`config.mk`:
```
export PLATFORM = sky130hd
export DESIGN_NAME = cmd_frontend_flat
export DESIGN_NICKNAME = d
export VERILOG_FILES = /design/src/rtl/cmd_frontend_if.sv /design/src/rtl/cmd_frontend.sv /design/src/flat_wrapper.sv
export SDC_FILE = /design/constraint.sdc
export NUM_CORES = 1
export LEC_CHECK = 0
export CORE_ASPECT_RATIO = 1.75
export CORE_UTILIZATION = 53
export DETAILED_ROUTE_END_ITERATION = 10
export GPL_ROUTABILITY_DRIVEN = 0
export PLACE_DENSITY = 0.73
export SLEW_MARGIN = 20
export SYNTH_ARGS = -nofsm -noshare
export SYNTH_HDL_FRONTEND = slang
export SYNTH_SLANG_ARGS = --single-unit
export TNS_END_PERCENT = 30
```
`constraint.sdc`:
```
create_clock -name clk -period 6.26 [get_ports clk]
set_input_delay 0.626 -clock clk [delete_from_list [all_inputs] [get_ports clk]]
set_output_delay 0.626 -clock clk [all_outputs]
set_load 0.02 [all_outputs]
```
`src/rtl/cmd_frontend_if.sv`:
```
`default_nettype none
// ============================================================================
// Module   : cmd_frontend_if
// Purpose  : Byte-stream handshake between an upstream command source and
//            the cmd_frontend FIFO.
// Signals  : in_data  [7:0] command byte from the source
//            in_valid       in_data is valid this cycle
//            in_ready       frontend accepts a byte this cycle
// Modports : master = upstream source, slave = cmd_frontend
// Revision : 1.0 - initial release
// ============================================================================
interface cmd_frontend_if;
  logic [7:0] in_data;
  logic       in_valid;
  logic       in_ready;

  modport master (output in_data, output in_valid, input in_ready);
  modport slave  (input in_data, input in_valid, output in_ready);
endinterface
`default_nettype wire

```
`src/rtl/cmd_frontend.sv`:
```
`default_nettype none
// ============================================================================
// Module   : cmd_frontend
// Purpose  : Command byte FIFO feeding a register-file core. Single-byte
//            commands issue one per cycle; a MOV opcode is issued together
//            with its immediate on two back-to-back cmd_valid cycles.
// Ports    : clk        rising-edge clock
//            rst_n      asynchronous active-low reset
//            ena        global enable, 0 freezes all state
//            flush      synchronous FIFO clear
//            hold       downstream stall, blocks issuing new commands
//            up         byte-stream slave (in_data / in_valid / in_ready)
//            cmd_out    registered command byte
//            cmd_valid  registered, cmd_out carries a real command byte
//            level      FIFO occupancy 0..DEPTH
// Revision : 1.0 - initial release
// ============================================================================
module cmd_frontend #(
  parameter int         DEPTH     = 8,
  parameter logic [3:0] OP_MOV    = 4'd1,
  parameter logic [7:0] IDLE_BYTE = 8'h00
) (
  input  logic          clk,
  input  logic          rst_n,
  input  logic          ena,
  input  logic          flush,
  input  logic          hold,
  cmd_frontend_if.slave up,
  output logic [7:0]    cmd_out,
  output logic          cmd_valid,
  output logic [4:0]    level
);

  localparam int         AW      = $clog2(DEPTH);
  localparam logic [4:0] DEPTH_L = 5'(DEPTH);

  typedef enum logic [0:0] {
    ISSUE = 1'b0,
    IMM   = 1'b1
  } state_t;

  logic [7:0]    mem [DEPTH];
  logic [AW-1:0] rd_ptr;
  logic [AW-1:0] wr_ptr;
  logic [AW-1:0] rd_ptr_nx;
  logic [7:0]    head_byte;
  logic [7:0]    next_byte;
  logic [7:0]    imm_hold;
  state_t        state;

  logic          push;
  logic          issue_ok;
  logic          head_is_mov;
  logic          pop1;
  logic          pop2;
  logic [1:0]    pop_cnt;

  // Pointers wrap naturally because DEPTH is a power of two; level alone
  // decides full/empty, so storage contents never need a reset.
  assign rd_ptr_nx   = rd_ptr + AW'(1);
  assign head_byte   = mem[rd_ptr];
  assign next_byte   = mem[rd_ptr_nx];

  assign up.in_ready = ena && !flush && (level < DEPTH_L);
  assign push        = up.in_valid && up.in_ready;

  // Pops only ever happen from ISSUE; IMM just replays the held immediate.
  assign issue_ok    = ena && !flush && !hold && (state == ISSUE);
  assign head_is_mov = (head_byte[3:0] == OP_MOV);
  assign pop1        = issue_ok && (level != 5'd0) && !head_is_mov;
  // A MOV waits until its immediate is queued so the pair leaves together.
  assign pop2        = issue_ok && head_is_mov && (level >= 5'd2);

  always_comb begin
    pop_cnt = 2'd0;
    if (pop1) begin
      pop_cnt = 2'd1;
    end else if (pop2) begin
      pop_cnt = 2'd2;
    end
  end

  always_ff @(posedge clk) begin
    if (push) begin
      mem[wr_ptr] <= up.in_data;
    end
  end

  always_ff @(posedge clk or negedge rst_n) begin
    if (!rst_n) begin
      level  <= 5'd0;
      rd_ptr <= '0;
      wr_ptr <= '0;
    end else if (ena) begin
      if (flush) begin
        level  <= 5'd0;
        rd_ptr <= '0;
        wr_ptr <= '0;
      end else begin
        if (push) begin
          wr_ptr <= wr_ptr + AW'(1);
        end
        rd_ptr <= rd_ptr + AW'(pop_cnt);
        level  <= level + {4'd0, push} - {3'd0, pop_cnt};
      end
    end
  end

  // Issue FSM. IMM ignores hold and flush so a MOV is never split from its
  // immediate.
  always_ff @(posedge clk or negedge rst_n) begin
    if (!rst_n) begin
      state     <= ISSUE;
      cmd_out   <= IDLE_BYTE;
      cmd_valid <= 1'b0;
      imm_hold  <= 8'h00;
    end else if (ena) begin
      case (state)
        IMM: begin
          cmd_out   <= imm_hold;
          cmd_valid <= 1'b1;
          state     <= ISSUE;
        end
        default: begin
          if (pop2) begin
            cmd_out   <= head_byte;
            cmd_valid <= 1'b1;
            imm_hold  <= next_byte;
            state     <= IMM;
          end else if (pop1) begin
            cmd_out   <= head_byte;
            cmd_valid <= 1'b1;
          end else begin
            cmd_out   <= IDLE_BYTE;
            cmd_valid <= 1'b0;
          end
        end
      endcase
    end
  end

endmodule
`default_nettype wire

```
`src/flat_wrapper.sv`:
```
// flat-port wrapper written by rule: the top's interface ports become plain ports
module cmd_frontend_flat 
#(
  parameter int         DEPTH     = 8,
  parameter logic [3:0] OP_MOV    = 4'd1,
  parameter logic [7:0] IDLE_BYTE = 8'h00
)
  (clk, rst_n, ena, flush, hold, cmd_out, cmd_valid, level, up_in_data, up_in_valid, up_in_ready);
  cmd_frontend_if up_i ();
  input  logic clk;
  input  logic rst_n;
  input  logic ena;
  input  logic flush;
  input  logic hold;
  output logic [7:0] cmd_out;
  output logic cmd_valid;
  output logic [4:0] level;
  input wire logic [$bits(up_i.in_data)-1:0] up_in_data;
  input wire logic [$bits(up_i.in_valid)-1:0] up_in_valid;
  output wire logic [$bits(up_i.in_ready)-1:0] up_in_ready;
  assign up_i.in_data = up_in_data;
  assign up_i.in_valid = up_in_valid;
  assign up_in_ready = up_i.in_ready;
  cmd_frontend #(.DEPTH(DEPTH), .OP_MOV(OP_MOV), .IDLE_BYTE(IDLE_BYTE)) u_core (.clk(clk), .rst_n(rst_n), .ena(ena), .flush(flush), .hold(hold), .up(up_i), .cmd_out(cmd_out), .cmd_valid(cmd_valid), .level(level));
endmodule
```
## Word level (Yosys, flattened, before mapping)

Memories as Yosys holds them, arrays and structs flattened. A register that Yosys moved wholly into a read port is not among the register bits.
Index checks and enable logic that the tools add are counted.

- Add/subtract/negate cells: 5
- Order comparisons: 2
- Eq/ne operators: 1
- Multiplexer cells: 16
- Bitwise operators: 1
- Reductions and logical operators: 17

Operators with widths:

| cell | count |
|---|---|
| $mux W8 | 3 |
| $logic_and A1 B1 Y1 | 9 |
| $mux W3 | 3 |
| $mux W1 | 7 |
| $add A3 B1 Y3 const B | 2 |
| $add A5 B1 Y5 | 1 |
| $ge A5 B2 Y1 const B | 1 |
| $lt A5 B4 Y1 const B | 1 |
| $mux W5 | 1 |
| $reduce_bool A5 Y1 | 1 |
| $sub A5 B2 Y5 | 1 |
| $eq A4 B1 Y1 const B | 1 |
| $logic_not A1 Y1 | 4 |
| $mux W2 | 2 |
| $add A3 B2 Y3 | 1 |
| $reduce_and A3 Y1 | 1 |
| $reduce_and A2 Y1 | 1 |
| $reduce_bool A2 Y1 | 1 |
| $not A1 Y1 | 1 |

- Bits in registers: 21
- Memory bits (writable): 64
- Input bits: 14
- Output and inout bits: 15
- Memories: 1

Memories:

| name | words | bits a word | read ports | clocked after memory_dff | write ports | RTL line | source |
|---|---|---|---|---|---|---|---|
| u_core.mem | 8 | 8 | 2 | 1 | 1 | cmd_frontend.sv:42 | `logic [7:0] mem [DEPTH];` |

## Longest topological paths before layout

Gate-level depths: netlist (run 1).

- Word-level depth: 10
- Depth in mapped cells: 15

## Least setup slack after synthesis (run 1)

Ideal clock, no wire load.

- Path kind: reg2reg
- Start point: register u_core.rd_ptr[0]
- End point: register u_core.level[4]
- Library setup time: 133 ps
- Data arrival time: 3401 ps
- Required time: 6127 ps
- Slack: 2727 ps
- Stages on the path, launching flop included: 15
- Buffers on the path: 3
- Clock period less this slack: 3533 ps
- Cell sequence: dfrtp_1 buf_6 buf_6 mux4_2 mux2_2 nor4_4 buf_2 nand2_1 ha_1 fa_1 a21oi_1 nor2_1 nor2_1 xnor2_1 o22ai_1

- Longest elaborated chain between the ends: 8
- Elaborated cells on any way between the ends: 10
- Classes of those cells: add/sub (1); eq/ne (1); mux (3); reduce/logical (4); memory (1)

Ends and longest elaborated chain:

| element | RTL line | source |
|---|---|---|
| start, declared | cmd_frontend.sv:43 | `logic [AW-1:0] rd_ptr;` |
| start signal, assigned | cmd_frontend.sv:103 | `rd_ptr <= rd_ptr + AW'(pop_cnt);` |
| $mem_v2 Z8 W8 * | n/a |  |
| $eq A4 B1 Y1 * | cmd_frontend.sv:69 | `assign head_is_mov = (head_byte[3:0] == OP_MOV);` |
| $logic_and A1 B1 Y1 (2 in a row) | cmd_frontend.sv:72 | `assign pop2 = issue_ok && head_is_mov && (level >= 5'd2);` |
| $mux W2 | cmd_frontend.sv:78 | `end else if (pop2) begin` |
| $mux W2 * | cmd_frontend.sv:76 | `if (pop1) begin` |
| $sub A5 B2 Y5 * | cmd_frontend.sv:104 | `level <= level + {4'd0, push} - {3'd0, pop_cnt};` |
| $mux W5 * | cmd_frontend.sv:95 | `if (flush) begin` |
| end signal, assigned | cmd_frontend.sv:104 |  |
| end, declared | cmd_frontend.sv:31 | `output logic [4:0] level` |

Every way passes the cells marked *; elsewhere a longest branch is shown, timed or not.
A chain may end at the register's enable or synchronous reset.

## Worst setup path after layout (run 1)

Same ends and word-level chain as after synthesis.

==> results of run 1 <==
[final cells by class]
cell class | count | area, um2
clock buffer | 10 | 250
tap | 90 | 113
fill | 594 | 2900
sequential | 93 | 2650
timing repair buffer | 31 | 303
clock inverter | 6 | 56.3
inverter | 11 | 41.3
multi-input combinational | 170 | 1700
[flip-flops by register name (all words and copies together) (netlist names)]
signal and cells:
u_core.imm_hold 8, u_core.cmd_out 8, u_core.rd_ptr 3, u_core.cmd_valid 1, u_core.level 5, u_core.wr_ptr 3, u_core.mem 64, u_core.state 1
[power by group through the flow]
stage          logic, uW  clock network [uW]  registers, uW
6_report             367                 532            755
5_1_grt              410                 567            762
4_1_cts              372                 542            755
3_5_place_dp         370                   0            767
3_3_place_gp         364                   0            765
2_1_floorplan        248                   0            774
[cell families (layout without fill, tap and decap cells)]
| family | Yosys count | after routing | share of synthesized area (%) |
|---|---|---|---|
| xor+xnor | 5 | 5 | 0.984 |
| mux | 49 | 49 | 20.1 |
| fa+ha+maj | 15 | 15 | 4.56 |
| flops | 93 | 93 | 59.5 |
| buf+inv | 26 | 58 | 2.59 |
| simple gates | 48 | 48 | 5.74 |
| compound gates | 53 | 53 | 6.52 |
[cells in the mapped netlist]
cell,count
edfxtp_1,64
mux4_2,32
dfrtp_1,29
a21oi_1,19
nand2_1,15
mux2i_1,14
ha_1,13
inv_1,11
nor2b_1,10
o21ai_0,10
a31oi_1,9
nor2_1,9
o21ai_1,8
clkbuf_1,7
buf_1,4
nand2b_1,4
mux2_2,3
nor3_1,3
o22ai_1,3
xnor2_1,3
a21o_1,2
and2_1,2
buf_2,2
buf_6,2
fa_1,2
nand3b_1,2
xor2_1,2
a21boi_0,1
a21boi_1,1
and3_1,1
nor3b_1,1
nor4_4,1
[critical path, delay by kind of cell (launching register included)]
kind	cells	cell delay, ns
flops	1	0.85
xor+xnor	1	0.12
buf+inv	1	0.04
compound gates	2	0.26
fa+ha+maj	3	0.96
mux	2	0.91
simple gates	4	1.11
[final timing paths]
path | depth (start not counted) | end
max in group asynchronous | 2 | u_core.cmd_out[6]
min | 2 | u_core.cmd_out[2]
max | 13 | u_core.level[4]
min in group asynchronous | 2 | u_core.level[3]
max reg2reg | 13 | u_core.level[4]
min reg2reg | 2 | u_core.cmd_out[2]
[routing by layer]
metal | vias up | track usage, % | routed length [um]
li1 | 1169 | - | -
met1 | 1276 | 25.7 | 3180
met2 | 72 | 39.9 | 4780
met3 | 19 | 3.10 | 317
met4 | 0 | 12.9 | 306
met5 | - | 0 | 0
[per-stage QoR]
stage                     cells  total power, uW
after floorplan             289             1020
after detailed placement    395             1140
after global placement      395             1130
final                       411             1650
after global routing        411             1740
after CTS                   411             1670
==> metrics.md, run 1 <==
| Metric | Value |
|---|---|
| Slew at the pin closest to its max-slew limit | `about 1.1 ns` |
| Dominant cells by area after synthesis | `edfxtp_1 (43%), dfrtp_1 (16%), mux4_2 (16%)` |
| Starting Density | `a little under three fifths` |
| Share of the synthesized area in the top cell type | `43.2%` |
| Floorplan row count | `43` |
| Non-Filler Cell Area, Final | `5110 um2` |
| Vias | `around 2500` |
| Most common library cell in the layout ignoring fill and taps | `edfxtp_1` |
| Ratio of total power to cell area | `approximately 320 nW/um2` |
| Final worst-path cycle share | `70.3%` |
| Net Switching | `about 460 uW` |
| Port buffer count | `28` |
| TritonCTS clock tree | `built` |
| Clock-pin slew of the registers on the worst-case setup and hold paths | `~0.070 ns` |
| Core Area | `roughly 8000 um2` |
| # diodes | `0` |
| Post-Syn Nets | `approximately 320` |
| Yosys cell types | `32` |
| Final Max Slew Viols | `0` |
| Flops & latches, synth | `93` |
| Startpoint of the worst setup timing path | `u_core.rd_ptr[0]` |
| Hold_ws | `0.514 ns` |
| Placed inst area | `approximately 4800 um2` |
| Setup slack after placement | `approximately 1.9 ns` |
| Critical-path maximum fanout | `19` |
| Share of synthesized area occupied by flip-flops and latches | `roughly 60%` |
| Clock latency of the later-clocked register in the worst-skew pair | `between 0.3 and 0.4 ns` |
| Global-route wire length before repair | `about 14000 um` |
| Sink count of the clock tree | `93` |
| Failing checks | `DRC` |
| Total I/O pin count | `29` |
| Count of cells resized by post-cts repair | `0` |
| Commonest cells after routing, fill and taps aside | `edfxtp_1 (64), mux4_2 (32), dfrtp_1 (29)` |
| Post-Synthesis Cells | `slightly below 300` |
| Overall track demand over capacity in global routing | `22.4%` |
| Fraction of layout cells with a size suffix above 1 | `a little under a fifth` |
| Headroom to the max-slew limit | `26.0%` |
| Layout Nets | `between 300 and 400` |
| Die Footprint | `about 8800 um2` |
| Setup violations, final | `0` |
| Combinational share of power | `approximately 22%` |
| Setup Buffers After CTS | `0` |
| Synth Area per Inst | `15.4 um2` |
| Kind of start point of the critical path | `flip-flop` |
| TritonCTS buffer count | `9` |
| Setup slack on the worst flop-to-flop path | `1.86 ns` |
| CP max stage cell | `dfrtp_1` |
| Number of buffers inserted by hold repair at cts | `0` |
| Layout area overhead | `15.0%` |
| Delay of the slowest cell on the worst path | `~0.85 ns` |
| Library cell occupying the most area in the post-synthesis netlist | `edfxtp_1` |
| Pin count of the biggest net entering global routing | `30` |
| Vias in the first global route | `between 2000 and 3000` |
| Routed WL per cell | `approximately 21 um` |
| Worst path setup slack after routing | `1.86 ns` |
| Die Span Y | `between 100 and 150 um` |
| Leakage dissipation | `about 0.0018 uW` |
| Area of the mapped netlist | `~4400 um2` |
| Final wirelength | `8580 um` |
| Final core utilization | `63.8%` |
| Clock Skew | `between 0.01 and 0.015 ns` |
| Violation count after the first detailed-route iteration | `around 190` |
| CP Data Arrival Time | `approximately 4.6 ns` |
| Result of the run | `finished with violations` |
| Required time of the critical path | `around 6.4 ns` |
| Fraction of power consumed by sequential logic | `45.7%` |
| Horiz. Die Dim | `71.3 um` |
| Internal Dissipation | `between 1000 and 1500 uW` |
| Total number of H-tree levels | `3` |
| Post-DR vias/cell | `6.17` |
| Portion of total power attributed to the clock network | `between 30% and 40%` |
| Category of the worst setup path capture point | `flip-flop` |
| Aggregate global routing overflow | `0` |
| CTS Root Cell | `clkbuf_16` |
| Drt pass-1 iters | `7` |
| Hold Vio Cnt, Final | `0` |
| Cells along the critical path | `mux4_2, mux2_2, nor4_4, nor2b_1, ha_1, inv_1, ha_1, fa_1, a21oi_1, nor2_1, nor2_1, xnor2_1, o22ai_1` |
| Number of buffers on the longest clock path | `2` |
| Total half-perimeter wirelength after legalization and detailed placement | `a little over 6000 um` |
| Share of total power consumed by net switching | `between 20% and 30%` |
| Yosys warning total | `0` |
| Clock period minus final worst setup slack | `4.40 ns` |
| Largest vdd supply drop | `approximately 190 uV` |
| Number of antenna violations at the first check in global routing | `0` |
| Reg2Reg Launch Point | `u_core.rd_ptr[0]` |
| Number of nets with antenna violations after detailed routing | `0` |
| TNS Setup | `0 ns` |
| # DRC | `5` |
| Start point of the worst hold path | `u_core.imm_hold[2]` |
| Kind of critical path | `flip-flop to flip-flop` |
| Path type of the worst min-delay path | `flip-flop to flip-flop` |
| Maximum achievable frequency | `227 MHz` |
| Number of maximum-capacitance constraint violations | `0` |
| Unrepaired setup endpoints after global routing | `false` |
(Power assumes the default switching activity.)
==> inputs of run 2 (changes only) <==
Clock period 6.26 ns to 4.55 ns, I/O delays scaled along.
==> run 2 against run 1 <==
  * The flow still finishes with violations (DRC)
  * Global-route usage increased by 0.39 points
  * Non-clock buffer count rose by 9
  * Clock-buffer cell count up 1
  * Utilization increased by 0.55 points
  * Clock power is 35% higher
  * Final cell count up 2.2%
  * Largest cell class unchanged
  * Largest power group unchanged
==> metrics.md, run 2 (synthesis results as in run 1) <==
| Metric | Value |
|---|---|
| Unrepaired setup endpoints after global routing | `false` |
| Final Max Slew Viols | `0 (unchanged)` |
| Kind of critical path | `flip-flop to flip-flop` |
| Leading registers by flop count | `u_core.mem: 64 flops, u_core.cmd_out: 8 flops, u_core.imm_hold: 8 flops` |
| Cells on worst reg2reg path | `14 (+1)` |
| # diodes | `0 (unchanged)` |
| Post-DR vias/cell | `5.98 (-3.1%)` |
| Final worst-path cycle share | `82.7% (+12 points)` |
| Horiz. Die Dim | `71.3 um (unchanged)` |
| Layout area overhead | `15.9%` |
| Reg2Reg Launch Point | `u_core.rd_ptr[0]` |
| Portion of total power attributed to the clock network | `31.7% (-0.4 points)` |
| Commonest cells after routing, fill and taps aside | `edfxtp_1 (64), mux4_2 (32), dfrtp_1 (29)` |
| Starting Density | `55.5% (unchanged)` |
| Result of the run | `finished with violations` |
| Share of total power consumed by net switching | `27.2% (-0.39 points)` |
| Final wirelength | `8930 um (+4.0%)` |
| Aggregate global routing overflow | `0 (unchanged)` |
| Number of nets with antenna violations after detailed routing | `0 (unchanged)` |
| TritonCTS buffer count | `9 (unchanged)` |
| Clock period minus final worst setup slack | `3.76 ns (-0.635 ns)` |
| Violation count after the first detailed-route iteration | `167 (-11%)` |
| Headroom to the max-slew limit | `37.0% (+11 points)` |
| Path type of the worst min-delay path | `input port to async pin` |
| Fraction of layout cells with a size suffix above 1 | `19.4% (+1.3 points)` |
| Kind of start point of the critical path | `flip-flop` |
| CP Data Arrival Time | `3.98 ns (-0.60 ns)` |
| Layout Nets | `354 (+2.6%)` |
| Critical-path maximum fanout | `22 (+3)` |
| Most common library cell in the layout ignoring fill and taps | `edfxtp_1` |
| Clock Skew | `0.0143 ns (+0.00387 ns)` |
| Pin count of the biggest net entering global routing | `30 (unchanged)` |
| Total half-perimeter wirelength after legalization and detailed placement | `6420 um (+5.7%)` |
| Core Area | `8020 um2 (unchanged)` |
| Startpoint of the worst setup timing path | `u_core.rd_ptr[0]` |
| Met3 GRT Util | `4.40% (+1.3 points)` |
| Setup slack on the worst flop-to-flop path | `0.79 ns (-1.07 ns)` |
| Internal Dissipation | `1650 uW (+38%)` |
| Slew at the pin closest to its max-slew limit | `0.941 ns (-0.164 ns)` |
| Setup Buffers After CTS | `0 (unchanged)` |
| Fraction of power consumed by sequential logic | `45.6% (about the same)` |
| Register with the most flip-flops | `u_core.mem` |
| Global-route wire length before repair | `14100 um (+0.99%)` |
| Vias | `2512 (-0.95%)` |
| Number of antenna violations at the first check in global routing | `0 (unchanged)` |
| Flip-flop count of the largest register after layout | `64 (unchanged)` |
| Floorplan row count | `43 (unchanged)` |
| Routed WL per cell | `21.3 um (+1.8%)` |
| Number of buffers inserted by hold repair at cts | `0 (unchanged)` |
| Final core utilization | `64.4% (+0.55 points)` |
| Gr busiest metal | `met2` |
| Sink count of the clock tree | `93 (unchanged)` |
| Clock-pin slew of the registers on the worst-case setup and hold paths | `0.06 ns (about the same)` |
| Largest vdd supply drop | `315 uV (+69%)` |
| Clock latency of the later-clocked register in the worst-skew pair | `0.34 ns (about the same)` |
| Maximum achievable frequency | `266 MHz (+17%)` |
| Hold Vio Cnt, Final | `0 (unchanged)` |
| Die Footprint | `8780 um2 (unchanged)` |
| Number of buffers on the longest clock path | `2 (unchanged)` |
| TritonCTS clock tree | `built` |
| Setup violations, final | `0 (unchanged)` |
| Failing checks | `DRC` |
| Vias in the first global route | `2687 (+2.1%)` |
| CTS Root Cell | `clkbuf_16` |
| Drt pass-1 iters | `8 (+1)` |
| Number of maximum-capacitance constraint violations | `0 (unchanged)` |
| # DRC | `5 (unchanged)` |
| Port buffer count | `28 (unchanged)` |
| Ratio of total power to cell area | `440 nW/um2 (+36%)` |
| Die Span Y | `123 um (unchanged)` |
| Number of filler instances in the final layout | `590 (-0.67%)` |
| Net Switching | `618 uW (+35%)` |
| TNS Setup | `0 ns (unchanged)` |
| Overall track demand over capacity in global routing | `22.8% (+0.39 points)` |
| Combinational share of power | `22.8% (+0.6 points)` |
| Required time of the critical path | `4.76 ns (-1.68 ns)` |
| Count of cells resized by post-cts repair | `0 (unchanged)` |
| Met1 track demand over resource | `25.4% (-0.24 points)` |
| Leakage dissipation | `0.00183 uW (+1.9%)` |
| Total I/O pin count | `29 (unchanged)` |
| Total number of H-tree levels | `3 (unchanged)` |
| Met2 GRT Util | `41.8% (+1.9 points)` |
| Category of the worst setup path capture point | `flip-flop` |
| Reg2Reg Capture Point | `u_core.level[4]` |
run 2: worst max-delay path, stage by stage, from the launching register on:
cell	delay [ns]
dfrtp_1	0.77
buf_4	0.45
mux4_2	0.55
mux2i_1	0.29
nor4_4	0.08
nor2b_1	0.17
ha_1	0.14
inv_1	0.04
ha_1	0.21
fa_1	0.41
a21oi_1	0.16
nor2_1	0.05
nor2_1	0.11
xnor2_1	0.13
o22ai_1	0.08
run 2: final cells by class:
class / count / area, um2 / share of cell area, %
sequential: 93 / 2650 / 51.3
multi-input combinational: 170 / 1690 / 32.8
timing repair buffer: 40 / 370 / 7.18
clock buffer: 11 / 254 / 4.92
tap: 90 / 113 / 2.18
inverter: 11 / 41.3 / 0.800
clock inverter: 5 / 38.8 / 0.752
run 2: through the flow:
| step | hold WS [ns] | cells | setup slack [ns] | instance area (um2) | total power (uW) |
|---|---|---|---|---|---|
| floorplan | 0.159 | 289 | 1.02 | 4450 | 1410 |
| global placement | 0.489 | 402 | 0.407 | 4840 | 1560 |
| detailed placement | 0.494 | 402 | 0.336 | 4840 | 1570 |
| CTS | 0.502 | 418 | 0.265 | 5140 | 2290 |
| global route | 0.531 | 420 | 0.504 | 5160 | 2370 |
| finish | 0.496 | 420 | 0.785 | 5160 | 2270 |
run 2: how the worst max path moves through the flow:
stage                            endpoint  slack (ns)  cells after the start
after floorplan           u_core.level[4]        1.02                     14
after global placement    u_core.level[4]        0.41                     14
after detailed placement  u_core.level[4]        0.34                     13
after CTS                 u_core.level[4]        0.26                     13
after global routing      u_core.level[4]        0.50                     14
final                     u_core.level[4]        0.79                     14
run 2: layer usage:
layer	wire [um]	up-vias
li1	-	1186
met2	5080	46
met4	211	0
met1	3430	1266
met5	0	-
met3	210	14
run 2: power groups by stage:
stage | sequential, uW | combinational [uW] | clock (uW)
final | 1030 | 516 | 718
after global placement | 1050 | 510 | 0
after CTS | 1030 | 519 | 734
after floorplan | 1070 | 341 | 0
after detailed placement | 1050 | 517 | 0
after global routing | 1040 | 569 | 761
